==> config.mk <==
export PLATFORM = sky130hd
export DESIGN_NAME = charbuf_writer
export DESIGN_NICKNAME = d
export VERILOG_FILES = /design/src/rtl/term_pkg.sv /design/src/rtl/term_cell_addr.sv /design/src/rtl/charbuf_writer.sv
export SDC_FILE = /design/constraint.sdc
export NUM_CORES = 1
export LEC_CHECK = 0
export BUFFER_PORTS_ARGS = -buffer_cell sky130_fd_sc_hd__buf_2
export CORE_UTILIZATION = 45
export CTS_BUF_LIST = sky130_fd_sc_hd__clkbuf_8
export CTS_CLUSTER_SIZE = 25
export DETAILED_ROUTE_END_ITERATION = 16
export GPL_TIMING_DRIVEN = 1
export PLACE_DENSITY = 0.66
export SYNTH_ARGS = -nofsm -noshare
export SYNTH_HDL_FRONTEND = slang
export SYNTH_SLANG_ARGS = --single-unit
==> constraint.sdc <==
create_clock -name clk -period 4.9 [get_ports clk]
set_input_delay 0.98 -clock clk [delete_from_list [all_inputs] [get_ports clk]]
set_output_delay 0.98 -clock clk [all_outputs]
set_load 0.02 [all_outputs]
==> src/rtl/term_pkg.sv <==
// term_pkg: geometry, control codes and FSM states for the 80x60 character buffer writer
package term_pkg;
  localparam int COLS = 80;
  localparam int ROWS = 60;
  localparam int CELLS = 4800;
  localparam int SCROLL_LAST = 4719;
  localparam int FILL_BASE = 4720;
  localparam logic [7:0] SPACE = 8'h20;
  localparam logic [7:0] CH_BS = 8'h08;
  localparam logic [7:0] CH_LF = 8'h0A;
  localparam logic [7:0] CH_FF = 8'h0C;
  localparam logic [7:0] CH_CR = 8'h0D;
  typedef enum logic [2:0] {CLEAR, IDLE, SCROLL_RD, SCROLL_WR, FILL} state_e;
endpackage

==> src/rtl/term_cell_addr.sv <==
// term_cell_addr: row,col -> 13-bit cell address row*80+col
module term_cell_addr (
  input  logic [5:0]  row,
  input  logic [6:0]  col,
  output logic [12:0] addr
);
  assign addr = ({7'd0, row} << 6) + ({7'd0, row} << 4) + {6'd0, col};
endmodule

==> src/rtl/charbuf_writer.sv <==
// charbuf_writer: byte stream -> 80x60 char buffer writes with cursor, CR/LF/BS/FF, scroll and clear
module charbuf_writer
  import term_pkg::*;
(
  input  logic        clk,
  input  logic        reset,
  input  logic        in_valid,
  input  logic [7:0]  in_data,
  output logic        in_ready,
  output logic [12:0] buf_ad,
  output logic [7:0]  buf_din,
  output logic        buf_we,
  output logic        buf_ce,
  input  logic [7:0]  buf_dout,
  output logic [6:0]  cur_col,
  output logic [5:0]  cur_row,
  output logic        busy
);
  state_e      state_q, state_d;
  logic [12:0] ptr_q, ptr_d, wr_ad_q, wr_ad_d, cell_ad;
  logic [6:0]  col_q, col_d;
  logic [5:0]  row_q, row_d;
  logic [7:0]  wr_din_q, wr_din_d;
  logic        wr_q, wr_d, quiet_q;
  logic        col_end, row_end;
  term_cell_addr u_addr (.row(row_q), .col(col_q), .addr(cell_ad));
  assign col_end = col_q == 7'(COLS - 1);
  assign row_end = row_q == 6'(ROWS - 1);
  always_ff @(posedge clk) begin
    if (reset) begin
      state_q  <= CLEAR;
      ptr_q    <= '0;
      col_q    <= '0;
      row_q    <= '0;
      wr_q     <= 1'b0;
      wr_ad_q  <= '0;
      wr_din_q <= '0;
      quiet_q  <= 1'b1;
    end else begin
      state_q  <= state_d;
      ptr_q    <= ptr_d;
      col_q    <= col_d;
      row_q    <= row_d;
      wr_q     <= wr_d;
      wr_ad_q  <= wr_ad_d;
      wr_din_q <= wr_din_d;
      quiet_q  <= 1'b0;
    end
  end
  always_comb begin
    state_d  = state_q;
    ptr_d    = ptr_q;
    col_d    = col_q;
    row_d    = row_q;
    wr_d     = 1'b0;
    wr_ad_d  = wr_ad_q;
    wr_din_d = wr_din_q;
    case (state_q)
      CLEAR: if (!quiet_q) begin
        ptr_d   = ptr_q == 13'(CELLS - 1) ? '0 : ptr_q + 13'd1;
        state_d = ptr_q == 13'(CELLS - 1) ? IDLE : CLEAR;
      end
      IDLE: if (in_valid) begin
        if (in_data >= SPACE && in_data <= 8'h7E) begin
          wr_d     = 1'b1;
          wr_ad_d  = cell_ad;
          wr_din_d = in_data;
          col_d    = col_end ? '0 : col_q + 7'd1;
          row_d    = col_end && !row_end ? row_q + 6'd1 : row_q;
          state_d  = col_end && row_end ? SCROLL_RD : IDLE;
        end else if (in_data == CH_CR) begin
          col_d = '0;
        end else if (in_data == CH_LF) begin
          row_d   = row_end ? row_q : row_q + 6'd1;
          state_d = row_end ? SCROLL_RD : IDLE;
        end else if (in_data == CH_BS) begin
          col_d = col_q == '0 ? col_q : col_q - 7'd1;
        end else if (in_data == CH_FF) begin
          col_d   = '0;
          row_d   = '0;
          state_d = CLEAR;
        end
      end
      // a printable write that triggered the scroll owns the port this cycle
      SCROLL_RD: state_d = wr_q ? SCROLL_RD : SCROLL_WR;
      SCROLL_WR: begin
        ptr_d   = ptr_q == 13'(SCROLL_LAST) ? 13'(FILL_BASE) : ptr_q + 13'd1;
        state_d = ptr_q == 13'(SCROLL_LAST) ? FILL : SCROLL_RD;
      end
      FILL: begin
        ptr_d   = ptr_q == 13'(CELLS - 1) ? '0 : ptr_q + 13'd1;
        state_d = ptr_q == 13'(CELLS - 1) ? IDLE : FILL;
      end
      default: state_d = CLEAR;
    endcase
  end
  always_comb begin
    in_ready = state_q == IDLE;
    busy     = state_q != IDLE;
    buf_ce   = wr_q | (busy & !quiet_q);
    buf_we   = wr_q | ((state_q == CLEAR || state_q == SCROLL_WR || state_q == FILL) & !quiet_q);
    buf_ad   = wr_q ? wr_ad_q : state_q == SCROLL_RD ? ptr_q + 13'(COLS) : ptr_q;
    buf_din  = wr_q ? wr_din_q : state_q == SCROLL_WR ? buf_dout : SPACE;
    cur_col  = col_q;
    cur_row  = row_q;
  end
endmodule

After elaboration in Yosys (flattened, before gate mapping) --
Cells that the tools add are included. Widths: inputs -> output; s select.
Operators by class: multipliers 0, reduce and logical (&&, ||, !) cells 18, bitwise gates (word level) 6, magnitude comparators 2, divide/modulo/power cells 0, shifts and indexed selects 0, add/subtract/negate cells 7, multiplexer cells 38, eq/ne operators 24
Operators with widths (count):
- $mux 13 | 5
- $mux 7 | 7
- $mux 6 | 7
- $pmux 13 s3 | 1
- $eq 8x4->1 const B | 4
- $mux 3 | 9
- $eq 13x13->1 const B | 2
- $mux 8 | 2
- $pmux 3 s5 | 1
- $add 12x10->13 | 1
- $add 13x1->13 const B | 1
- $add 13x7->13 | 1
- $add 13x7->13 const B | 1
- $ne 3x3->1 const B | 4
- $reduce_and 5->1 | 2
- $ge 8x6->1 const B | 1
- $le 8x7->1 const B | 1
- $ne 4x4->1 const B | 2
- $add 7x1->7 const B | 1
- $eq 7x7->1 const B | 1
- $logic_not 7->1 | 1
- $reduce_and 7->1 | 1
- $sub 7x1->7 const B | 1
- $add 6x1->6 const B | 1
- other kinds (22) | 37
Word-level totals: input bits 19, word-level logic and storage cells 103, RAM bits 0, memories 0, latch bits 0, register bits after elaboration 52, output and inout bits 38, bits in read-only memories 0

Logic depth before layout (Yosys ltp) --
Gate-level depths: netlist of run 1.
depth after elaboration 8, depth in mapped cells 9, mapped depth without buffers 9

By module --
From an unflattened synthesis of run 1, not the netlist that was laid out.
Second synthesis, totals: cells, all modules 492, area total of the unflattened synthesis 3692.3 µm²
Modules (own cells, without submodules):
- charbuf_writer | area an instance 3306.9 µm², seq. area each 1041.0 µm², instances 1, cells an instance 447
- term_cell_addr | area an instance 385.4 µm², seq. area each 0.0 µm², instances 1, cells an instance 45

Worst setup path before layout of run 1 --
No wires, ideal clock.
kind register -> output, start reg state_q[2], end out buf_ad[12], buffers on the path 0, required time 3.920 ns, arrival time 1.626 ns, path slack 2.294 ns, cell stages (with the launch flop) 7, cell sequence dfxtp_1 -> nand2b_1 -> nor2_1 -> o211ai_1 -> nor2_1 -> xnor2_1 -> o21ai_0
Between the ends: longest elaborated chain between the ends 3
RTL lines:
- from (decl) | line charbuf_writer.sv:19 | state_e state_q, state_d;
- from (signal assigned) | line charbuf_writer.sv:40 | state_q <= state_d;
- $eq 3x2->1 | line charbuf_writer.sv:102 | buf_ad = wr_q ? wr_ad_q : state_q == SCROLL_RD ? ptr_q + 13'(COLS) : ptr_q;
- $mux 13 (2 in a row) | line charbuf_writer.sv:102
- to (decl) | line charbuf_writer.sv:10 | output logic [12:0] buf_ad,
No other way between the ends.

Worst setup path after layout of run 1 --
start reg state_q[2], end out buf_we
Between the ends: longest elaborated chain between the ends 5, elaborated cells on any way between the ends 7
RTL lines:
- $eq 3x2->1 / $logic_not 3->1 (equally long branches) | line charbuf_writer.sv:101 | buf_we = wr_q | ((state_q == CLEAR || state_q == SCROLL_WR || state_q == FILL) & !quiet_q);
- $logic_or 1x1->1 | line charbuf_writer.sv:101
- $logic_or 1x1->1 (*) | line charbuf_writer.sv:101
- $and 1x1->1 (*) | line charbuf_writer.sv:101
- $or 1x1->1 (*) | line charbuf_writer.sv:101
- to (decl) | line charbuf_writer.sv:12 | output logic buf_we,
Mark *: on every way between the ends. The rest lies on a longest branch, timed or not.

==> impl_metrics.csv, run 1 <==
group,metric,value,unit
finish,drive_gt1_frac,0.1697,
worst_setup_path,cp_num_cells,5,
finish,num_antenna_cells,0,
grt,grt_pass1_wl,14270,um
sta,clock.fmax,0.3314,GHz
power,p_leak,1.539,nW
die,start_util,0.4668,
grt,grt-ovfl-total,0,
worst_setup_path,reg2reg_depth,7,
die,die_h,88.74,um
cts,cts_resized,0,
run_status,run_status,"finished, final reports clean",
synth,yosys.area_share.simple,0.2716,
synth,synth-edff-count,0,
cts,cts_max_path_buffers,2,
sta,relSlewSlack,0.2656,
cts,clk_pin_slew,0.10,ns
grt,grt_start_max_net_pins,36,
worst_setup_path,path_max_fanout,12,
worst_setup_path,cp.arrival,2.04,ns
synth,synth_seq_cells,52,
grt,antenna_found_initial,0,
worst_hold_path,hold_depth,2,
sta,layout_min_cycle_time,3.017,ns
grt,first_global_vias,3133,
detailed_routing,drtPass1Iterations,4,
sta,period_share,0.6158,
synth,ys_seq_area_frac,0.3075,
cts,clockRootBuffer,"clkbuf_8",
die,die_width,88.74,um
power,power-per-cell-area,205.3,nW/um^2
synth,synth.distinct_cells,57,
worst_setup_path,path_buf_inv,1,
synth,synth_compound_area_frac,0.2203,
worst_hold_path,holdCritPathClass,"flip-flop to flip-flop",
sta,worst_pin_slew,1.096,ns
cts,postCtsHoldBufs,0,
cts,cts_tree,"yes",
cts,htree_levels,2,
finish,stdcell_count,600,
sta,rsz0062_at_grt,"false",
detailed_routing,drc,0,
synth,synth_top_family_by_area,"simple AND/OR/NAND/NOR gates",
place,dp.final_hpwl,6540,um
synth,synthAdderAreaFrac,0.07834,
worst_setup_path,cpMostUsedCell,"nor2_1",
cts,cts_inserted_buffers,5,
die,core_area,7253,um^2
detailed_routing,num_vias,3336,
worst_setup_path,cp-start-kind,"flip-flop",
finish,area_growth,12.31,%
worst_setup_path,path_delay_family,"simple AND/OR/NAND/NOR gates",
sta,drv_slew,0,
place,dp_cells,592,
worst_setup_path,crit_type,"flip-flop to output port",
worst_setup_path,ff2ff_setup_slack,2.35,ns
die,die_area,7875,um^2
power,max-vdd-ir-drop,0.1106,mV
die,fp-row-count,31,
place,port_buffers,56,
sta,setup_viol,0,
place,routabilityCongestion,0.9099,
synth,synth_async_sr_flop_share,0,
worst_setup_path,cp_slowest_stage_delay,0.64,ns
detailed_routing,detail_route.wl_per_cell,14.58,um
synth,postSynthCellCount,460,
synth,ys.flop_type,"dfxtp_1",
die,ios,57,
worst_setup_path,endpoint_kind,"output port",
synth,synth_warnings,0,
synth,syn_nets,499,
worst_setup_path,path_cells,"nand2b_1 > nor2_1 > nor2_1 > o21ai_0 > buf_2",
sta,skew,0.009609,ns
worst_setup_path,crit_required,3.92,ns
finish,fin_nets,539,
sta,hold_violations,0,
synth,yosys-mux-area-fraction,0.02217,
flow_run,cap_violations,0,
finish,fillers,740,
detailed_routing,via_per_inst,5.560,
detailed_routing,drt_wl_total,8745,um
grt,grt.total_usage,0.2323,
cts,clk_latency,0.31,ns
sta,setup_tns,0,ns
detailed_routing,drt_iter0_markers,129,
synth,syn_avg_cell_area,7.360,um^2
synth,synth_xor_area_frac,0.05432,
cts,clkSinkCount,52,
cts,cts_setup_buffers,0,
detailed_routing,detail-route-antenna-nets,0,
worst_setup_path,cp_slowest_cell,"nor2_1",
synth,synth_area,3386,um^2
==> area by class of cell <==
class	instances	area (um^2)	share of cell area
Tap cell	99	123.9	0.03258
Timing Repair Buffer	58	295.3	0.07766
Clock inverter	3	38.79	0.01020
Sequential cell	52	1041	0.2738
Multi-Input combinational cell	371	2190	0.5758
Clock buffer	5	68.82	0.01810
Inverter	12	45.04	0.01185
==> layer usage <==
metal  global-route usage  vias to the layer above  wire, um
met3              0.03638                       14       469
met1               0.3027                     1520      4172
met4              0.08798                        0       154
met2               0.3867                      112      3948
li1                     -                     1690         -
met5                    0                        -         0
==> worst min-delay path, cell delays in order, from the launching register on <==
cell and delay (ns):
dfxtp_1 0.32, nand2_1 0.05, a21oi_1 0.05
==> flip-flops by register name, indices dropped and copies added, names as in the netlist <==
name / count
wr_ad_q: 13
state_q: 3
quiet_q: 1
cur_col: 7
ptr_q: 13
wr_din_q: 8
cur_row: 6
wr_q: 1
==> per-stage QoR <==
step                total power (W)    util  hold slack, ns  setup WS [ns]  area (um^2)
floorplan                 0.0004724       -          0.4321          2.294         3386
global placement          0.0004935  0.5094          0.4408          1.801         3695
detailed placement        0.0004945  0.5094          0.4468          1.712         3695
CTS                       0.0007877  0.5242          0.4612          1.896         3802
global route              0.0008073  0.5242          0.4829          1.719         3802
finish                    0.0007805  0.5242          0.4602          1.883         3802
==> cell families after synthesis <==
group           count (synthesis)
mux                             7
xor+xnor                       21
buf+inv                        37
flops                          52
compound gates                123
simple gates                  200
fa+ha+maj                      20
==> path summary, 6_finish.rpt <==
check                  start    endpoint
setup / recovery  state_q[2]      buf_we
setup reg to reg  cur_row[0]  cur_row[3]
hold reg to reg   wr_ad_q[6]  wr_ad_q[6]
hold / removal    wr_ad_q[6]  wr_ad_q[6]
==> power by group <==
part            total, W  switching, W  internal [W]
Sequential      0.000427    0.00000242      0.000424
Clock           0.000295      0.000145      0.000150
Combinational  0.0000589     0.0000395     0.0000194
Total           0.000781      0.000187      0.000594
==> cells in the mapped netlist, drive strengths merged, types with 5 or more instances <==
| library cell | n | area share |
|---|---|---|
| nand4 | 8 | 0.015 |
| buf | 5 | 0.010 |
| nor2 | 44 | 0.051 |
| inv | 12 | 0.013 |
| clkbuf | 20 | 0.022 |
| nor3 | 9 | 0.013 |
| xor2 | 5 | 0.013 |
| a21oi | 44 | 0.065 |
| ha | 18 | 0.067 |
| o21ai | 39 | 0.058 |
| nand2 | 95 | 0.11 |
| xnor2 | 16 | 0.041 |
| nand3 | 17 | 0.025 |
| o22ai | 5 | 0.0092 |
| dfxtp | 52 | 0.31 |
==> cells in the final DEF, fill, tap and decap left out, types with 3 or more instances in the layout <==
cell,synthesis,final
a211oi_1,4,4
a21o_1,4,4
a21oi_1,44,44
a221oi_1,3,3
a31oi_1,4,4
and3_1,4,4
buf_2,1,56
clkbuf_8,0,5
dfxtp_1,52,52
ha_1,18,18
inv_1,9,10
inv_2,3,3
mux2_2,4,4
mux2i_1,3,3
nand2_1,93,93
nand3_1,17,17
nand4_1,8,8
nor2_1,43,43
nor3_1,9,9
o21ai_0,36,36
o21ai_1,3,3
o22ai_1,5,5
or2_2,3,3
or3_1,4,4
xnor2_1,16,16
xor2_1,5,5
No activity file was read; power rests on OpenSTA's default activity.
==> run 2, diff against run 1 <==
- ABC_AREA: not set -> 1
- clock period: 4.9 -> 2.94 ns (I/O delays scaled with it)
==> run 2 against run 1 <==
Non-clock buffer count increased by 2. Critical endpoint is now buf_ad[10]. Sequential share of layout area decreased by 1.6 points. Clock skew decreased by 0.0033 ns. Combinational power increased by 58%. Worst hold slack improved by 0.0019 ns. Sequential cell count unchanged. Critical path depth increased by 3.
==> impl_metrics.csv, run 2 <==
group,metric,value,unit
place,place_area,3953,um^2
grt,grt-ovfl-total,0,
worst_setup_path,endpoint_kind,"output port",
sta,rsz0062_at_grt,"false",
synth,synth_warnings,0,
finish,fin_nets,641,
cts,cts_max_path_buffers,2,
synth,synth_area,3623,um^2
die,ios,57,
cts,clk_pin_slew,0.10,ns
finish,layout_common_cells,"nand2_1 (122), inv_1 (72), o21ai_0 (59)",
die,die_area,8415,um^2
worst_setup_path,crit_type,"flip-flop to output port",
grt,grt_pass1_wl,15930,um
finish,multiInputGateArea,2200,um^2
worst_setup_path,cp-start-kind,"flip-flop",
power,total_power,0.001240,W
cts,cts_resized,0,
detailed_routing,via_per_inst,5.140,
sta,layout_min_cycle_time,2.537,ns
power,p_leak,1.918,nW
cts,clockRootBuffer,"clkbuf_8",
detailed_routing,detail_route.wl_per_cell,13.20,um
cts,htree_levels,2,
detailed_routing,drc,0,
synth,syn_nets,592,
die,die_h,91.74,um
cts,clkSinkCount,52,
grt,antenna_found_initial,0,
sta,worst_pin_slew,0.7572,ns
synth,post-synth-top-area-cell,"dfxtp_1",
sta,drv_slew,0,
synth,synth-edff-count,0,
synth,synth_common_cells,"nand2_1 (122), inv_1 (72), o21ai_0 (59), dfxtp_1 (52), nor2_1 (52)",
die,die_width,91.74,um
sta,setup_tns,0,ns
synth,synth.distinct_cells,36,
cts,cts_inserted_buffers,5,
worst_hold_path,holdCritPathClass,"flip-flop to flip-flop",
sta,setup_viol,0,
cts,cts_tree,"yes",
synth,ys.flop_type,"dfxtp_1",
finish,top_regs,"ptr_q: 13 flops, wr_ad_q: 13 flops, wr_din_q: 8 flops",
sta,hold_violations,0,
synth,ys_seq_area_frac,0.2873,
synth,synth_seq_cells,52,
finish,drive_gt1_frac,0.1360,
detailed_routing,detail-route-antenna-nets,0,
sta,clock.fmax,0.3942,GHz
synth,synth_most_common_cell,"nand2_1",
detailed_routing,drt_iter0_markers,185,
place,dp.final_hpwl,7049,um
flow_run,cap_violations,0,
worst_setup_path,path_max_fanout,5,
finish,fillers,830,
grt,first_global_vias,3451,
finish,layout.cells.most_common,"nand2_1",
synth,syn_avg_cell_area,6.552,um^2
finish,num_antenna_cells,0,
finish,final_area,4044,um^2
detailed_routing,drtPass1Iterations,4,
power,max-vdd-ir-drop,0.1838,mV
power,power-per-cell-area,306.6,nW/um^2
place,routabilityCongestion,0.9096,
place,pre_cts_slack,0.7567,ns
die,core_area,7767,um^2
die,start_util,0.4665,
sta,skew,0.006318,ns
detailed_routing,num_vias,3624,
synth,netlist.area_leader.share,0.2873,
grt,grt_start_max_net_pins,30,
synth,postSynthCellCount,553,
place,port_buffers,56,
detailed_routing,drt_wl_total,9303,um
synth,synth_async_sr_flop_share,0,
worst_setup_path,cp.arrival,1.95,ns
grt,grt.total_usage,0.2351,
sta,relSlewSlack,0.4947,
sta,period_share,0.8629,
worst_setup_path,crit_required,2.35,ns
die,fp-row-count,32,
finish,area_growth,11.60,%
run_status,run_status,"finished, final reports clean",
sta,timing.final.ws_setup,0.4031,ns
cts,cts_setup_buffers,0,
synth,synth.area.top_cells,"dfxtp_1 (29%), nand2_1 (13%), o21ai_0 (8.1%), inv_1 (7.5%), a21oi_1 (6.2%)",
finish,seqCellArea,1041,um^2
cts,clk_latency,0.32,ns
cts,postCtsHoldBufs,0,
run 2: cell families after synthesis:
group / share of synthesized area
buf+inv: 0.1057
fa+ha+maj: 0.07321
flops: 0.2873
compound gates: 0.1761
simple gates: 0.3021
xor+xnor: 0.05559
run 2: per-layer routing:
layer  wire [um]  part of all wire  up-vias  GRT usage
met1        4441              0.48     1663     0.3005
li1            -                 -     1892          -
met2        4461              0.48       57     0.4154
met4         121             0.013        0    0.06771
met3         278             0.030       12    0.02736
met5           0                 0        -          0
run 2: final timing paths:
path,startpoint,cells past startpoint,to,slack [ns]
hold reg to reg,wr_ad_q[4],2,wr_ad_q[4],0.46
setup reg to reg,cur_row[2],7,wr_ad_q[11],0.86
hold / removal,wr_ad_q[4],2,wr_ad_q[4],0.46
setup / recovery,state_q[1],8,buf_ad[10],0.40
run 2: power breakdown:
group	switching [W]	total, W	internal [W]
sequential	0.00000381	0.000711	0.000707
combinational	0.0000650	0.0000928	0.0000278
clock	0.000265	0.000436	0.000171
total	0.000333	0.00124	0.000906
run 2: worst max-delay path, cell delays in order (launching register included):
cell     delay [ns]
dfxtp_1        0.41
nand2_1        0.09
nor2_1         0.22
inv_1          0.15
a21oi_2        0.19
nand2_1        0.10
xor2_1         0.15
o21ai_0        0.14
buf_2          0.18
run 2: final cells by class:
class,instances,area share
Multi-Input combinational cell,410,0.5439
Inverter,73,0.06776
Clock buffer,5,0.01702
Clock inverter,3,0.005569
Timing Repair Buffer,60,0.07673
Tap cell,102,0.03156
Sequential cell,52,0.2574
run 2: through the flow:
step,cells,hold WS [ns],utilization
after floorplan,553,0.4242,-
after CTS,705,0.4620,0.5206
final,705,0.4621,0.5206
after detailed placement,697,0.4475,0.5089
after global placement,697,0.4415,0.5089
after global routing,705,0.4918,0.5206
